**src/rtl/ps2_pkg.sv**
```systemverilog
// Shared constants, field indices and FSM state type for the PS/2 set-2 scancode encoder.
package ps2_pkg;

   localparam logic [7:0] SC_EXT    = 8'hE0;
   localparam logic [7:0] SC_BRK    = 8'hF0;
   localparam logic [7:0] SC_PAUSE  = 8'hE1;
   localparam logic [7:0] SC_BAT    = 8'hAA;
   localparam logic [7:0] SC_ACK    = 8'hFA;
   localparam logic [7:0] SC_RESEND = 8'hFE;
   localparam logic [7:0] SC_ECHO   = 8'hEE;
   localparam logic [7:0] SC_ERR0   = 8'h00;
   localparam logic [7:0] SC_ERR1   = 8'hFF;

   localparam logic [7:0] SC_FAKE_SHIFT_L = 8'h12;
   localparam logic [7:0] SC_FAKE_SHIFT_R = 8'h59;
   localparam logic [7:0] SC_PAUSE_CODE   = 8'h77;

   localparam int KEY_TOGGLE  = 10;
   localparam int KEY_PRESSED = 9;
   localparam int KEY_EXT     = 8;

   // Pause is E1 followed by seven more bytes; the counter indexes those seven.
   localparam logic [2:0] PAUSE_LAST = 3'd6;

   typedef enum logic [1:0] {
      ST_IDLE,
      ST_EXT,
      ST_BRK,
      ST_PAUSE
   } ps2_state_e;

   function automatic logic is_prefix(input logic [7:0] b);
      return (b == SC_EXT) || (b == SC_BRK) || (b == SC_PAUSE);
   endfunction

   function automatic logic is_fake_shift(input logic [7:0] b);
      return (b == SC_FAKE_SHIFT_L) || (b == SC_FAKE_SHIFT_R);
   endfunction

   function automatic logic [KEY_PRESSED:0] make_key(input logic pressed, input logic ext,
                                                     input logic [7:0] code);
      return {pressed, ext, code};
   endfunction

endpackage

```
**src/rtl/ps2_seq_timer.sv**
```systemverilog
// Saturating idle counter: cleared by every received byte, flags a stalled prefix sequence.
module ps2_seq_timer #(
   parameter logic [23:0] TIMEOUT = 24'd3_000_000
) (
   input  logic clk_sys,
   input  logic reset,
   input  logic clear,
   output logic expired
);

   logic [23:0] r_count;

   // NOTE: clocked state uses non-blocking assignments so every flop samples pre-edge values.
   always_ff @(posedge clk_sys) begin
      if (reset) begin
         r_count <= '0;
      end else if (clear) begin
         r_count <= '0;
      end else if (r_count != TIMEOUT) begin
         r_count <= r_count + 24'd1;
      end
   end

   assign expired = (r_count == TIMEOUT);

endmodule

```
**src/rtl/ps2_key_encoder.sv**
```systemverilog
// Turns the raw PS/2 set-2 byte stream into the 11-bit toggle-format ps2_key event word,
// handling E0/F0/E1 prefixes, housekeeping bytes, fake shifts and stalled sequences.
module ps2_key_encoder
   import ps2_pkg::*;
#(
   parameter logic [23:0] TIMEOUT = 24'd3_000_000
) (
   input  logic        clk_sys,
   input  logic        reset,
   input  logic [7:0]  kbd_data,
   input  logic        kbd_valid,
   output logic [10:0] ps2_key,
   output logic        key_event,
   output logic        kbd_err
);

   ps2_state_e r_state, w_next_state;
   logic       r_ext, w_next_ext;
   logic [2:0] r_pcnt, w_next_pcnt;
   logic [10:0] r_key;
   logic       r_key_event, r_err;

   logic       w_emit, w_err, w_idle_dispatch, w_expired;
   logic [9:0] w_val;

   ps2_seq_timer #(.TIMEOUT(TIMEOUT)) u_timer (
      .clk_sys (clk_sys),
      .reset   (reset),
      .clear   (kbd_valid),
      .expired (w_expired)
   );

   // NOTE: every signal gets a default first so no path leaves one unassigned (no latches).
   always_comb begin
      w_next_state    = r_state;
      w_next_ext      = r_ext;
      w_next_pcnt     = r_pcnt;
      w_emit          = 1'b0;
      w_val           = r_key[9:0];
      w_err           = 1'b0;
      w_idle_dispatch = 1'b0;

      if (kbd_valid) begin
         unique case (r_state)
            ST_IDLE: w_idle_dispatch = 1'b1;
            ST_EXT: begin
               if (kbd_data == SC_BRK) begin
                  w_next_state = ST_BRK;
                  w_next_ext   = 1'b1;
               end else if (is_fake_shift(kbd_data)) begin
                  w_next_state = ST_IDLE;
                  w_next_ext   = 1'b0;
               end else if (kbd_data != SC_EXT) begin
                  w_emit       = 1'b1;
                  w_val        = make_key(1'b1, 1'b1, kbd_data);
                  w_next_state = ST_IDLE;
                  w_next_ext   = 1'b0;
               end
            end
            ST_BRK: begin
               if (is_prefix(kbd_data)) begin
                  // A prefix where a code was expected: flag it and restart on this byte.
                  w_err           = 1'b1;
                  w_idle_dispatch = 1'b1;
               end else begin
                  w_emit       = !(r_ext && is_fake_shift(kbd_data));
                  w_val        = make_key(1'b0, r_ext, kbd_data);
                  w_next_state = ST_IDLE;
                  w_next_ext   = 1'b0;
               end
            end
            ST_PAUSE: begin
               if (r_pcnt == PAUSE_LAST) begin
                  w_emit       = 1'b1;
                  w_val        = make_key(1'b1, 1'b1, SC_PAUSE_CODE);
                  w_next_state = ST_IDLE;
               end else begin
                  w_next_pcnt = r_pcnt + 3'd1;
               end
            end
            default: w_next_state = ST_IDLE;
         endcase

         if (w_idle_dispatch) begin
            w_next_state = ST_IDLE;
            w_next_ext   = 1'b0;
            case (kbd_data)
               SC_EXT: begin
                  w_next_state = ST_EXT;
                  w_next_ext   = 1'b1;
               end
               SC_BRK:   w_next_state = ST_BRK;
               SC_PAUSE: begin
                  w_next_state = ST_PAUSE;
                  w_next_pcnt  = 3'd0;
               end
               SC_BAT, SC_ACK, SC_RESEND, SC_ECHO: ;
               SC_ERR0, SC_ERR1: w_err = 1'b1;
               default: begin
                  w_emit = 1'b1;
                  w_val  = make_key(1'b1, 1'b0, kbd_data);
               end
            endcase
         end
      end else if (w_expired && (r_state != ST_IDLE)) begin
         w_next_state = ST_IDLE;
         w_next_ext   = 1'b0;
         w_err        = 1'b1;
      end
   end

   always_ff @(posedge clk_sys) begin
      if (reset) begin
         r_state     <= ST_IDLE;
         r_ext       <= 1'b0;
         r_pcnt      <= 3'd0;
         r_key       <= '0;
         r_key_event <= 1'b0;
         r_err       <= 1'b0;
      end else begin
         r_state     <= w_next_state;
         r_ext       <= w_next_ext;
         r_pcnt      <= w_next_pcnt;
         r_key_event <= w_emit;
         r_err       <= w_err;
         if (w_emit) begin
            r_key <= {~r_key[KEY_TOGGLE], w_val};
         end
      end
   end

   assign ps2_key   = r_key;
   assign key_event = r_key_event;
   assign kbd_err   = r_err;

endmodule

```
**config.mk**
```make
export PLATFORM = sky130hd
export DESIGN_NAME = ps2_key_encoder
export DESIGN_NICKNAME = d
export VERILOG_FILES = /design/src/rtl/ps2_pkg.sv /design/src/rtl/ps2_seq_timer.sv /design/src/rtl/ps2_key_encoder.sv
export SDC_FILE = /design/constraint.sdc
export NUM_CORES = 1
export LEC_CHECK = 0
export ABC_AREA = 1
export BUFFER_PORTS_ARGS = -buffer_cell sky130_fd_sc_hd__buf_2
export CORE_MARGIN = 2
export CORE_UTILIZATION = 42
export DETAILED_ROUTE_END_ITERATION = 7
export SLEW_MARGIN = 30
export SYNTH_ARGS = -nofsm -noshare
export SYNTH_HDL_FRONTEND = slang
export SYNTH_SLANG_ARGS = --single-unit
```
**constraint.sdc**
```tcl
create_clock -name clk_sys -period 1.9 [get_ports clk_sys]
set_input_delay 0.57 -clock clk_sys [delete_from_list [all_inputs] [get_ports clk_sys]]
set_output_delay 0.57 -clock clk_sys [all_outputs]
set_load 0.01 [all_outputs]
```
==> metrics.log <==
[metrics] layer with the highest usage after global routing: met1
[metrics] vias in the first global route: 2,515
[metrics] number of clock sinks: 43
[metrics] io pins: 24
[metrics] sequential standard cell area: 862.1 um^2
[metrics] cell mode on critical path: sky130_fd_sc_hd__nand2_4
[metrics] GR met2 Demand/Resource: 27.91%
[metrics] sum of net half-perimeters after detailed placement: 5379 um
[metrics] total die area: 7217 um^2
[metrics] clock slew seen by the registers of the worst setup and hold paths: 0.09 ns
[metrics] Final Slew Violations: 0
[metrics] footprint of the multi-input gates: 1614 um^2
[metrics] number of buffers added by the clock tree synthesis step: 5
[metrics] setup violators final: 0
[metrics] clock root buffer master: sky130_fd_sc_hd__clkbuf_8
[metrics] total number of nets in the final design: 507
[metrics] time the worst path needs with I/O delays and setup: 1.756 ns
[metrics] last weighted congestion value of the routability-driven placer: 0.8966
[metrics] reported leakage power: 1.560 nW
[metrics] CTS H-tree lvls: 2
[metrics] antenna fix cells: 0
[metrics] outcome: finished clean
[metrics] data required time of the critical path: 2.10 ns
[metrics] unrepaired setup endpoints after global routing: yes
[metrics] total power of the final layout: 0.001795 W
[metrics] Post-CTS Setup Bufs: 0
[metrics] number of cells in the finished layout apart from fillers: 570
[metrics] Fill cells: 636
[metrics] die height: 84.96 um
[metrics] number of buffer and inverter stages on the critical path: 2
[metrics] fraction of the yosys area taken by sequential cells: 31.27%
[metrics] Tcrit/Tclk final: 92.42%
[metrics] critical path depth: 13
[metrics] post-route clock skew: 0.01167 ns
[metrics] wirelength, routed: 6840 um
[metrics] Worst Setup Path Type: in -> reg
[metrics] actual slew at the worst max-slew pin: 0.3563 ns
[metrics] top achievable clock speed: 569.5 MHz
[metrics] Post-Synthesis Cell Area: 2753 um^2
[metrics] max cap viols: 0
[metrics] maximum root-to-sink buffer count: 2
[metrics] stage delay of the slowest cell on the critical path: 0.19 ns
[metrics] total global-route track usage: 19.40%
[metrics] Area Growth Syn to Fin: 20.05%
[metrics] grt met1 use: 29.37%
[metrics] proportion of layout cells with a drive suffix above 1: 20.49%
[metrics] cell count after synthesis: 433
[metrics] Critical Path Fanout Max: 15
[metrics] number of buffers added to fix hold violations after cts: 0
[metrics] placed cell count: 562
[metrics] DRC: 0
[metrics] post-synthesis area per instance: 6.357 um^2
[metrics] maximum number of pins on one net before global-route repair: 18
[metrics] number of DRC markers after the initial detailed-route iteration: 172
[metrics] count of endpoints failing hold in the final timing report: 0
[metrics] kind of cell adding the most delay to the critical path: simple AND/OR/NAND/NOR gates
[metrics] worst-case register-to-register setup slack: 0.19 ns
[metrics] TritonCTS clock tree: yes
[metrics] max_slew headroom: 76.10%
[metrics] total global routing overflow: 0
[metrics] HP Class: reg -> reg
[metrics] cells resized by post-CTS repair: 0
[metrics] port buffer count: 23
[metrics] final cell utilization of the core: 52.04%
[metrics] Power per Cell Area: 543.1 nW/um^2
[metrics] launch instance of the worst register-to-register path: u_timer.r_count[1]$_SDFFE_PP0P_
[metrics] global-route track usage on met3: 3.891%
[metrics] Critical Path End Type: flip-flop
[metrics] worst-path cell with the longest stage delay: sky130_fd_sc_hd__nor2_2
[metrics] antenna violation net count after detailed routing: 0
[metrics] per-cell via count in the routed design: 4.937
[metrics] average routed wire per standard cell: 12.00 um
[metrics] HP Start: u_timer.r_count[0]$_SDFFE_PP0P_
[metrics] post-route standard cell area excluding fillers: 3304 um^2
[metrics] core area: 6350 um^2
[metrics] CP Launch Point: kbd_data[3]
[metrics] sequence of cells on the critical path: buf_2, inv_2, nand2_2, nor2_2, nand2_4, nand2_4, nor2_1, nand2_2, nand4_4, nand2_4, nand2_1, nand2_1, nor2_1
[metrics] Placed Instance Area: 3182 um^2
[metrics] number of rows in the core area: 29
[metrics] register bit total from synthesis: 43
[metrics] number of cells on the worst reg-to-reg path: 9
[metrics] clock network latency to the later pin of the worst-skew pair: 0.30 ns
[metrics] timing endpoint of the critical path: ps2_key[5]$_SDFFE_PP0P_
[metrics] First-pass DRT Iterations: 4
[metrics] Arr. time, crit path: 1.95 ns
[metrics] wire length of the first global-routing pass: 11,490 um
[metrics] worst-case vdd ir drop: 351.7 uV
[metrics] Worst R2R End: u_timer.r_count[23]$_SDFFE_PP0P_
[metrics] Worst setup SP type: input port
[metrics] Synth Net Count: 448
[metrics] total number of vias: 2,814
[metrics] Die Width: 84.96 um
[metrics] total number of yosys warnings: 0
[metrics] unique cell type count in the Yosys netlist: 40
[metrics] number of antenna violations at the first check in global routing: 0
[metrics] starting utilization of the core area: 43.35%
==> cell families after synthesis <==
family | Yosys count | synth area share, %
compound gates | 59 | 11.45
xor+xnor | 3 | 0.9547
fa+ha+maj | 4 | 1.818
buf+inv | 74 | 11.05
flops | 43 | 31.27
simple gates | 250 | 43.45
==> metal layers <==
metal	up-vias	routed length, um	share of wire [%]
met5	-	0	0
met4	0	68	0.99
met3	8	324	4.7
met2	46	2806	41
met1	1258	3640	53
li1	1502	-	-
==> cells in the mapped netlist (all sizes together) <==
cell type | n | area share [%]
o21a | 1 | 0.27
nor4 | 2 | 0.45
nor3b | 1 | 0.27
a221oi | 1 | 0.32
o31ai | 1 | 0.27
nand4 | 14 | 3.7
dfxtp | 43 | 31
ha | 4 | 1.8
clkbuf | 1 | 0.14
a211oi | 2 | 0.55
nor2 | 66 | 10
xnor2 | 1 | 0.32
inv | 66 | 9.0
a21oi | 24 | 4.4
xor2 | 2 | 0.64
nand2 | 120 | 18
or2 | 1 | 0.23
nand3 | 36 | 7.6
o21ai | 28 | 5.1
o211ai | 1 | 0.27
nand3b | 2 | 1.0
clkinv | 1 | 0.14
buf | 6 | 1.8
nor2b | 1 | 0.23
o311ai | 1 | 0.32
nor3 | 7 | 1.5
==> registers in the layout, indices dropped and copies added, names as in the netlist <==
signal / cells
kbd_err: 1
key_event: 1
ps2_key: 11
r_ext: 1
r_pcnt: 3
r_state: 2
u_timer.r_count: 24
==> stage by stage <==
stage	hold WS, ns	setup slack, ns	setup TNS (ns)
global route	0.4940	-0.01545	-0.04606
finish	0.4649	0.1440	0
global placement	0.4604	-0.1383	-1.191
CTS	0.4756	0.1198	0
detailed placement	0.4559	-0.1629	-1.656
floorplan	0.4436	0.1167	0
==> worst min path at each step <==
stage,to,slack [ns],cells past startpoint
after global placement,ps2_key[9]$_SDFFE_PP0P_,0.46,2
final,u_timer.r_count[0]$_SDFFE_PP0P_,0.46,1
after CTS,ps2_key[9]$_SDFFE_PP0P_,0.48,2
after detailed placement,ps2_key[9]$_SDFFE_PP0P_,0.46,2
after floorplan,u_timer.r_count[22]$_SDFFE_PP0P_,0.44,1
after global routing,r_state[0]$_SDFFE_PP0P_,0.49,2
==> cell type report <==
type | instances | area share [%]
Clock buffer | 7 | 2.613
Multi-Input combinational cell | 316 | 48.85
Timing Repair Buffer | 59 | 11.66
Inverter | 67 | 7.611
Clock inverter | 1 | 0.2651
Tap cell | 77 | 2.916
Sequential cell | 43 | 26.09
==> power by group <==
part           internal, W  switching [W]  total (W)
combinational    0.0000914       0.000138   0.000230
clock             0.000298       0.000325   0.000623
sequential        0.000924      0.0000179   0.000942
==> placed cells by master (no fill, tap or decap), types with 2 or more instances in the layout <==
cell type	instances
sky130_fd_sc_hd__nor2_1	58
sky130_fd_sc_hd__buf_2	23
sky130_fd_sc_hd__nor3_1	6
sky130_fd_sc_hd__o21ai_1	2
sky130_fd_sc_hd__xor2_1	2
sky130_fd_sc_hd__nand3_4	2
sky130_fd_sc_hd__buf_4	36
sky130_fd_sc_hd__nand2_2	4
sky130_fd_sc_hd__nand2_4	5
sky130_fd_sc_hd__inv_2	7
sky130_fd_sc_hd__nor2_4	4
sky130_fd_sc_hd__inv_1	59
sky130_fd_sc_hd__nand4_1	13
sky130_fd_sc_hd__a211oi_1	2
sky130_fd_sc_hd__clkbuf_8	6
sky130_fd_sc_hd__o21ai_0	26
sky130_fd_sc_hd__nand3_1	33
sky130_fd_sc_hd__nor4_2	2
sky130_fd_sc_hd__ha_1	4
sky130_fd_sc_hd__a21oi_1	24
sky130_fd_sc_hd__dfxtp_1	42
sky130_fd_sc_hd__nand2_1	111
sky130_fd_sc_hd__nor2_2	4
Power figures use the tool's default switching activity.
